==> src/rtl/dpram_pkg.sv <==
// Shared definitions for the dual-port stream engine.
// Holds the generator state encoding and the address-direction constants.
package dpram_pkg;

   typedef enum logic [1:0] {
      ST_IDLE = 2'd0,
      ST_RUN  = 2'd1,
      ST_DONE = 2'd2
   } gen_state_e;

   localparam logic DIR_UP   = 1'b0;
   localparam logic DIR_DOWN = 1'b1;

endpackage

==> src/rtl/dpram_stream_engine_if.sv <==
// Bus bundle for dpram_stream_engine.
// master: drives per-port control and write data, receives read data/status.
// slave : the engine side.
//   start_*/base_*/dir_*  reload a port generator
//   en_*/wren_*/din_*     one access per enabled cycle
//   dout_*/valid_*        registered read data and its valid flag
//   addr_*/done_*         next access address, stop-at-end flag
//   collision             registered same-address write/write pulse
interface dpram_stream_engine_if #(
   parameter int unsigned WIDTH  = 8,
   parameter int unsigned ADDR_W = 4
);
   logic              start_a, start_b;
   logic [ADDR_W-1:0] base_a, base_b;
   logic              dir_a, dir_b;
   logic              en_a, en_b;
   logic              wren_a, wren_b;
   logic [WIDTH-1:0]  din_a, din_b;
   logic [WIDTH-1:0]  dout_a, dout_b;
   logic              valid_a, valid_b;
   logic [ADDR_W-1:0] addr_a, addr_b;
   logic              done_a, done_b;
   logic              collision;

   modport master (
      output start_a, start_b, base_a, base_b, dir_a, dir_b,
             en_a, en_b, wren_a, wren_b, din_a, din_b,
      input  dout_a, dout_b, valid_a, valid_b, addr_a, addr_b,
             done_a, done_b, collision
   );

   modport slave (
      input  start_a, start_b, base_a, base_b, dir_a, dir_b,
             en_a, en_b, wren_a, wren_b, din_a, din_b,
      output dout_a, dout_b, valid_a, valid_b, addr_a, addr_b,
             done_a, done_b, collision
   );
endinterface

==> src/rtl/dpram_addr_gen.sv <==
// Auto-sequencing address generator for one RAM port.
// Ports:
//   clock, reset_n   rising-edge clock, synchronous active-low reset
//   start_i          reload base/dir, clear count and done, enter RUN
//   base_i, dir_i    start address and direction, sampled on start_i
//   en_i             request one access this cycle
//   access_o_c       combinational: access is issued this cycle
//   addr_o           address of the next access (registered)
//   done_o           DEPTH accesses issued in stop-at-end mode (registered)
module dpram_addr_gen
   import dpram_pkg::*;
#(
   parameter int unsigned      ADDR_W   = 4,
   parameter int unsigned      STEP     = 1,
   parameter int unsigned      WRAP     = 1,
   parameter logic [ADDR_W-1:0] RST_ADDR = '0
) (
   input  logic              clock,
   input  logic              reset_n,
   input  logic              start_i,
   input  logic [ADDR_W-1:0] base_i,
   input  logic              dir_i,
   input  logic              en_i,
   output logic              access_o_c,
   output logic [ADDR_W-1:0] addr_o,
   output logic              done_o
);

   localparam int unsigned       DEPTH  = 2 ** ADDR_W;
   localparam int unsigned       CNT_W  = ADDR_W + 1;
   localparam logic [ADDR_W-1:0] STEP_V = ADDR_W'(STEP);
   localparam logic [CNT_W-1:0]  LAST_V = CNT_W'(DEPTH - 1);

   gen_state_e        state_q, state_d;
   logic [ADDR_W-1:0] addr_q, addr_d;
   logic [CNT_W-1:0]  cnt_q, cnt_d;
   logic              done_q, done_d;
   logic              dir_q, dir_d;

   // State and datapath registers
   always_ff @(posedge clock) begin
      if (!reset_n) begin
         state_q <= ST_IDLE;
         addr_q  <= RST_ADDR;
         cnt_q   <= '0;
         done_q  <= 1'b0;
         dir_q   <= DIR_UP;
      end else begin
         state_q <= state_d;
         addr_q  <= addr_d;
         cnt_q   <= cnt_d;
         done_q  <= done_d;
         dir_q   <= dir_d;
      end
   end

   // Next state; start wins over en and suppresses that cycle's access
   always_comb begin
      state_d    = state_q;
      addr_d     = addr_q;
      cnt_d      = cnt_q;
      done_d     = done_q;
      dir_d      = dir_q;
      access_o_c = 1'b0;

      if (start_i) begin
         state_d = ST_RUN;
         addr_d  = base_i;
         dir_d   = dir_i;
         cnt_d   = '0;
         done_d  = 1'b0;
      end else begin
         case (state_q)
            ST_RUN: begin
               if (en_i) begin
                  access_o_c = reset_n;
                  addr_d     = (dir_q == DIR_DOWN) ? addr_q - STEP_V : addr_q + STEP_V;
                  cnt_d      = cnt_q + CNT_W'(1);
                  if ((WRAP == 0) && (cnt_q == LAST_V)) begin
                     state_d = ST_DONE;
                     done_d  = 1'b1;
                  end
               end
            end
            default: ;
         endcase
      end
   end

   assign addr_o = addr_q;
   assign done_o = done_q;

endmodule

==> src/rtl/dpram_stream_engine.sv <==
// Dual-port RAM with two independent auto-sequencing address generators.
// Ports:
//   clock, reset_n   rising-edge clock, synchronous active-low reset
//   bus              dpram_stream_engine_if slave: per-port start/base/dir,
//                    en/wren/din, registered dout/valid, addr, done, collision
// Both ports are read-first. On a same-address write/write, port A wins.
module dpram_stream_engine
   import dpram_pkg::*;
#(
   parameter int unsigned WIDTH  = 8,
   parameter int unsigned ADDR_W = 4,
   parameter int unsigned STEP   = 1,
   parameter int unsigned WRAP   = 1
) (
   input  logic                  clock,
   input  logic                  reset_n,
   dpram_stream_engine_if.slave  bus
);

   localparam int unsigned DEPTH = 2 ** ADDR_W;

   logic [WIDTH-1:0]  mem [DEPTH];
   logic              acc_a, acc_b;
   logic              we_a, we_b;
   logic [ADDR_W-1:0] addr_a, addr_b;
   logic              done_a, done_b;
   logic [WIDTH-1:0]  dout_a_q, dout_b_q;
   logic              valid_a_q, valid_b_q;
   logic              coll_q;

   dpram_addr_gen #(
      .ADDR_W   (ADDR_W),
      .STEP     (STEP),
      .WRAP     (WRAP),
      .RST_ADDR ('0)
   ) u_gen_a (
      .clock      (clock),
      .reset_n    (reset_n),
      .start_i    (bus.start_a),
      .base_i     (bus.base_a),
      .dir_i      (bus.dir_a),
      .en_i       (bus.en_a),
      .access_o_c (acc_a),
      .addr_o     (addr_a),
      .done_o     (done_a)
   );

   dpram_addr_gen #(
      .ADDR_W   (ADDR_W),
      .STEP     (STEP),
      .WRAP     (WRAP),
      .RST_ADDR ({ADDR_W{1'b1}})
   ) u_gen_b (
      .clock      (clock),
      .reset_n    (reset_n),
      .start_i    (bus.start_b),
      .base_i     (bus.base_b),
      .dir_i      (bus.dir_b),
      .en_i       (bus.en_b),
      .access_o_c (acc_b),
      .addr_o     (addr_b),
      .done_o     (done_b)
   );

   // B's write is dropped when A writes the same word in the same cycle
   assign we_a = acc_a & bus.wren_a;
   assign we_b = acc_b & bus.wren_b & ~(we_a & (addr_a == addr_b));

   // RAM array, deliberately not reset
   always_ff @(posedge clock) begin
      if (we_a) mem[addr_a] <= bus.din_a;
      if (we_b) mem[addr_b] <= bus.din_b;
   end

   // Read-first data registers, valid flags and collision pulse
   always_ff @(posedge clock) begin
      if (!reset_n) begin
         dout_a_q  <= '0;
         dout_b_q  <= '0;
         valid_a_q <= 1'b0;
         valid_b_q <= 1'b0;
         coll_q    <= 1'b0;
      end else begin
         if (acc_a) dout_a_q <= mem[addr_a];
         if (acc_b) dout_b_q <= mem[addr_b];
         valid_a_q <= acc_a;
         valid_b_q <= acc_b;
         coll_q    <= acc_a & acc_b & bus.wren_a & bus.wren_b & (addr_a == addr_b);
      end
   end

   assign bus.dout_a    = dout_a_q;
   assign bus.dout_b    = dout_b_q;
   assign bus.valid_a   = valid_a_q;
   assign bus.valid_b   = valid_b_q;
   assign bus.addr_a    = addr_a;
   assign bus.addr_b    = addr_b;
   assign bus.done_a    = done_a;
   assign bus.done_b    = done_b;
   assign bus.collision = coll_q;

endmodule

==> src/flat_wrapper.sv <==
// flat-port wrapper written by rule: the top's interface ports become plain ports
module dpram_stream_engine_flat import dpram_pkg::*;
#(
   parameter int unsigned WIDTH  = 8,
   parameter int unsigned ADDR_W = 4,
   parameter int unsigned STEP   = 1,
   parameter int unsigned WRAP   = 1
)
  (clock, reset_n, bus_start_a, bus_start_b, bus_base_a, bus_base_b, bus_dir_a, bus_dir_b, bus_en_a, bus_en_b, bus_wren_a, bus_wren_b, bus_din_a, bus_din_b, bus_dout_a, bus_dout_b, bus_valid_a, bus_valid_b, bus_addr_a, bus_addr_b, bus_done_a, bus_done_b, bus_collision);
  dpram_stream_engine_if #(.WIDTH(WIDTH), .ADDR_W(ADDR_W)) bus_i ();
  input  logic clock;
  input  logic reset_n;
  input wire logic [$bits(bus_i.start_a)-1:0] bus_start_a;
  input wire logic [$bits(bus_i.start_b)-1:0] bus_start_b;
  input wire logic [$bits(bus_i.base_a)-1:0] bus_base_a;
  input wire logic [$bits(bus_i.base_b)-1:0] bus_base_b;
  input wire logic [$bits(bus_i.dir_a)-1:0] bus_dir_a;
  input wire logic [$bits(bus_i.dir_b)-1:0] bus_dir_b;
  input wire logic [$bits(bus_i.en_a)-1:0] bus_en_a;
  input wire logic [$bits(bus_i.en_b)-1:0] bus_en_b;
  input wire logic [$bits(bus_i.wren_a)-1:0] bus_wren_a;
  input wire logic [$bits(bus_i.wren_b)-1:0] bus_wren_b;
  input wire logic [$bits(bus_i.din_a)-1:0] bus_din_a;
  input wire logic [$bits(bus_i.din_b)-1:0] bus_din_b;
  output wire logic [$bits(bus_i.dout_a)-1:0] bus_dout_a;
  output wire logic [$bits(bus_i.dout_b)-1:0] bus_dout_b;
  output wire logic [$bits(bus_i.valid_a)-1:0] bus_valid_a;
  output wire logic [$bits(bus_i.valid_b)-1:0] bus_valid_b;
  output wire logic [$bits(bus_i.addr_a)-1:0] bus_addr_a;
  output wire logic [$bits(bus_i.addr_b)-1:0] bus_addr_b;
  output wire logic [$bits(bus_i.done_a)-1:0] bus_done_a;
  output wire logic [$bits(bus_i.done_b)-1:0] bus_done_b;
  output wire logic [$bits(bus_i.collision)-1:0] bus_collision;
  assign bus_i.start_a = bus_start_a;
  assign bus_i.start_b = bus_start_b;
  assign bus_i.base_a = bus_base_a;
  assign bus_i.base_b = bus_base_b;
  assign bus_i.dir_a = bus_dir_a;
  assign bus_i.dir_b = bus_dir_b;
  assign bus_i.en_a = bus_en_a;
  assign bus_i.en_b = bus_en_b;
  assign bus_i.wren_a = bus_wren_a;
  assign bus_i.wren_b = bus_wren_b;
  assign bus_i.din_a = bus_din_a;
  assign bus_i.din_b = bus_din_b;
  assign bus_dout_a = bus_i.dout_a;
  assign bus_dout_b = bus_i.dout_b;
  assign bus_valid_a = bus_i.valid_a;
  assign bus_valid_b = bus_i.valid_b;
  assign bus_addr_a = bus_i.addr_a;
  assign bus_addr_b = bus_i.addr_b;
  assign bus_done_a = bus_i.done_a;
  assign bus_done_b = bus_i.done_b;
  assign bus_collision = bus_i.collision;
  dpram_stream_engine #(.WIDTH(WIDTH), .ADDR_W(ADDR_W), .STEP(STEP), .WRAP(WRAP)) u_core (.clock(clock), .reset_n(reset_n), .bus(bus_i));
endmodule
==> config.mk <==
export PLATFORM = sky130hd
export DESIGN_NAME = dpram_stream_engine_flat
export DESIGN_NICKNAME = d
export VERILOG_FILES = /design/src/rtl/dpram_pkg.sv /design/src/rtl/dpram_stream_engine_if.sv /design/src/rtl/dpram_addr_gen.sv /design/src/rtl/dpram_stream_engine.sv /design/src/flat_wrapper.sv
export SDC_FILE = /design/constraint.sdc
export NUM_CORES = 1
export LEC_CHECK = 0
export ABC_AREA = 1
export CAP_MARGIN = 10
export CORE_MARGIN = 3
export CORE_UTILIZATION = 40
export DETAILED_ROUTE_END_ITERATION = 8
export DONT_BUFFER_PORTS = 1
export REMOVE_ABC_BUFFERS = 1
export SKIP_LAST_GASP = 1
export SYNTH_ARGS = -nofsm -noshare
export SYNTH_HDL_FRONTEND = slang
export SYNTH_HIERARCHICAL = 1
export SYNTH_SLANG_ARGS = --single-unit
==> constraint.sdc <==
create_clock -name clock -period 2.16 [get_ports clock]
set_input_delay 0.432 -clock clock [delete_from_list [all_inputs] [get_ports clock]]
set_output_delay 0.432 -clock clock [all_outputs]
set_load 0.02 [all_outputs]
==> impl_metrics.toml <==
[routing]
viasPerCell = 5.60
final_antenna_net_count = 0
first_pass_iters = 7
via_count = 10436
drtIter0Drc = 1238
drt-total-wl_um = 37500
route.detailed.drc = 0
wl_per_cell_um = 20.1

[worst_setup_path]
crit_path_max_fanout = 44
end_kind = "flop"
critical_path_required_ps = 2350
crit_arrival_ps = 2230
worstSetupStartpointType = "flop"
crit_type = "reg2reg"

[floorplanning]
start_util_pct = 40.8
die_area_sq_um = 28700
core-area_sq_um = 26100
fp.dieW_um = 169
num_io_pins = 63
die_y_um = 169
num_rows = 59

[finish]
nFillCells = 2614
final_nets = 1556
antenna_cells = 0
finalNonFillerCells = 1864
final_area_sq_um = 12000
drive_gt1_share_pct = 12.7
synthToLayoutAreaGrowth_pct = 12.0

[logic_synthesis]
yosysMostFrequentCell = "nand2_1"
yosysTopAreaCell = "edfxtp_1"
ys_warn_count = 6
synth_top_area_share_pct = 36.0
synth_seq_cells = 159
async_flop_share_pct = 0
ys_types = 36
synthFlopType = "edfxtp_1"
netlist_top_cells_area = "edfxtp_1 36%, nand2_1 29%, nand4_1 8.0%, dfxtp_1 5.8%, nand3_1 2.9%"
synthCells = 1519
synth_seq_area_share_pct = 41.8
postSynthAreaPerCell_sq_um = 7.02
synthTopCellsByCount = "829 x nand2_1, 137 x nand4_1, 128 x edfxtp_1"
synth_edf_count = 128
syn_area_sq_um = 10700

[clock_network]
cts.htree.levels = 4
cts_hold_buf = 0
cts_tree = "built"
clockBufferDepth = 2
clkSinkCount = 159
cts_root_buf = "clkbuf_16"
clk_latency_ps = 440
clk_pin_slew_ps = 70
cts_buffers = 17

[worst_hold_path]
hold_class = "in2reg"

[sta]
setup_viol_count_final = 0
timing.final.ws_setup_ps = 121
finalMaxSlewViolations = 0
hold_viol = 0
finalCritPeriodShare_pct = 94.4
setup_tns_ps = 0
finalClockSkew_ps = 11.4
rsz0062_at_grt = "no"
timing.fmax_mhz = 490
min_period_ps = 2040

[placement]
place_congestion = 0.941
place_inst = 1830
dp_hpwl_um = 25300
postPlaceCellArea_sq_um = 11300
pre_cts_slack_ps = 128
io_buffers = 0

[grt]
grt-ovfl-total = 0
first_global_vias = 9524
track_usage_pct = 25.6
antenna_found_initial = 0
grt_max_degree = 89
grt_pass1_wl_um = 56000

[run_status]
outcome = "finished clean"

[power]
p_total_mw = 7.75
leakage_nw = 5.40
irDropWorstVdd_mv = 0.445
power_density_nw_per_um2 = 648

[job]
max-cap-violations = 0
-- flip-flops by register name, indices dropped and copies added (netlist names) --
name,cells
u_core/bus.dout_a,8
u_core/u_gen_a/addr_o,4
u_core/u_gen_a/state_q,1
u_core/u_gen_b/addr_o,4
u_core/u_gen_b/state_q,1
u_core/bus.valid_a,1
u_core/mem,128
u_core/u_gen_a/dir_q,1
u_core/bus.dout_b,8
u_core/bus.collision,1
u_core/bus.valid_b,1
u_core/u_gen_b/dir_q,1
-- where the power goes --
| part | switching, mW | internal, mW |
|---|---|---|
| Clock | 1.41 | 1.77 |
| Combinational | 0.822 | 0.364 |
| Sequential | 0.0474 | 3.34 |
| Total | 2.28 | 5.46 |
-- repair_timing --
| action | CTS | global route |
|---|---|---|
| setup endpoints to repair | 0 | 10 |
| setup buffers | 0 | 1 |
| gates resized for setup | 0 | 2 |
-- worst max-delay path: stages, from the launching register on --
cell and delay, ps:
dfxtp_1 380, nand2_4 90, nor3_2 160, nand2_1 100, a21oi_1 140, nand4_1 170
clkbuf_16 280, nand3_4 120, o21ai_0 80, buf_4 180
-- worst paths after layout --
path	startpoint	end	slack, ps	depth (start not counted)
worst min register to register	u_core/u_gen_b/state_q[0]$_SDFFE_PN0P_	u_core/u_gen_b/state_q[0]$_SDFFE_PN0P_	490	2
worst min-delay path	reset_n	u_core/u_gen_b/addr_o[1]$_SDFFE_PN1P_	90	1
worst max register to register	u_core/u_gen_a/state_q[0]$_SDFFE_PN0P_	u_core/mem[1][1]$_DFFE_PP_	120	9
worst max-delay path	u_core/u_gen_a/state_q[0]$_SDFFE_PN0P_	u_core/mem[1][1]$_DFFE_PP_	120	9
-- cell families (layout without fill, tap and decap cells) --
group / after synthesis / in the layout / synth area share [%]
AOI/OAI and AO/OA: 68 / 68 / 3.55
xor gates and xnor gates: 4 / 4 / 0.328
adders and majority gates: 6 / 6 / 0.845
buffers and inverters: 160 / 170 / 6.80
DFF: 159 / 159 / 41.8
other: 2 / 2 / 0.0704
and+or+nand+nor: 1120 / 1120 / 46.6
-- area by class of cell --
| cell class | count | area, sq um | share of cell area, % |
|---|---|---|---|
| Clock buffer | 19 | 475 | 3.98 |
| Clock inverter | 13 | 139 | 1.16 |
| Inverter | 45 | 176 | 1.48 |
| Multi-Input combinational cell | 1200 | 5490 | 45.9 |
| Sequential cell | 159 | 4470 | 37.4 |
| Tap cell | 335 | 419 | 3.51 |
| Timing Repair Buffer | 93 | 782 | 6.54 |
-- layout by cell type (no fill, tap or decap), types with 20 or more instances in the layout --
cell type	Yosys	routed
nand2_1	829	829
buf_4	5	86
nand4_1	137	137
clkbuf_16	0	20
inv_1	31	31
edfxtp_1	128	128
nor2_1	47	47
o21ai_0	46	46
nand3_1	61	61
dfxtp_1	31	26
-- metrics by stage --
stage / utilization, % / hold slack [ps]
3_3_place_gp: 43.3 / 452
2_1_floorplan: - / 438
3_5_place_dp: 43.3 / 469
6_report: 45.7 / 88.4
4_1_cts: 45.6 / 73.0
5_1_grt: 45.7 / 74.0
-- layer usage --
layer  global-route usage, %  vias up  wire length [um]
li1                        -     4985                 -
met1                    35.5     4839             16100
met2                    41.4      545             17400
met3                    3.10       67              2930
met4                    9.25        0              1070
met5                       0        -                 0
No activity file was read; power rests on OpenSTA's default activity.
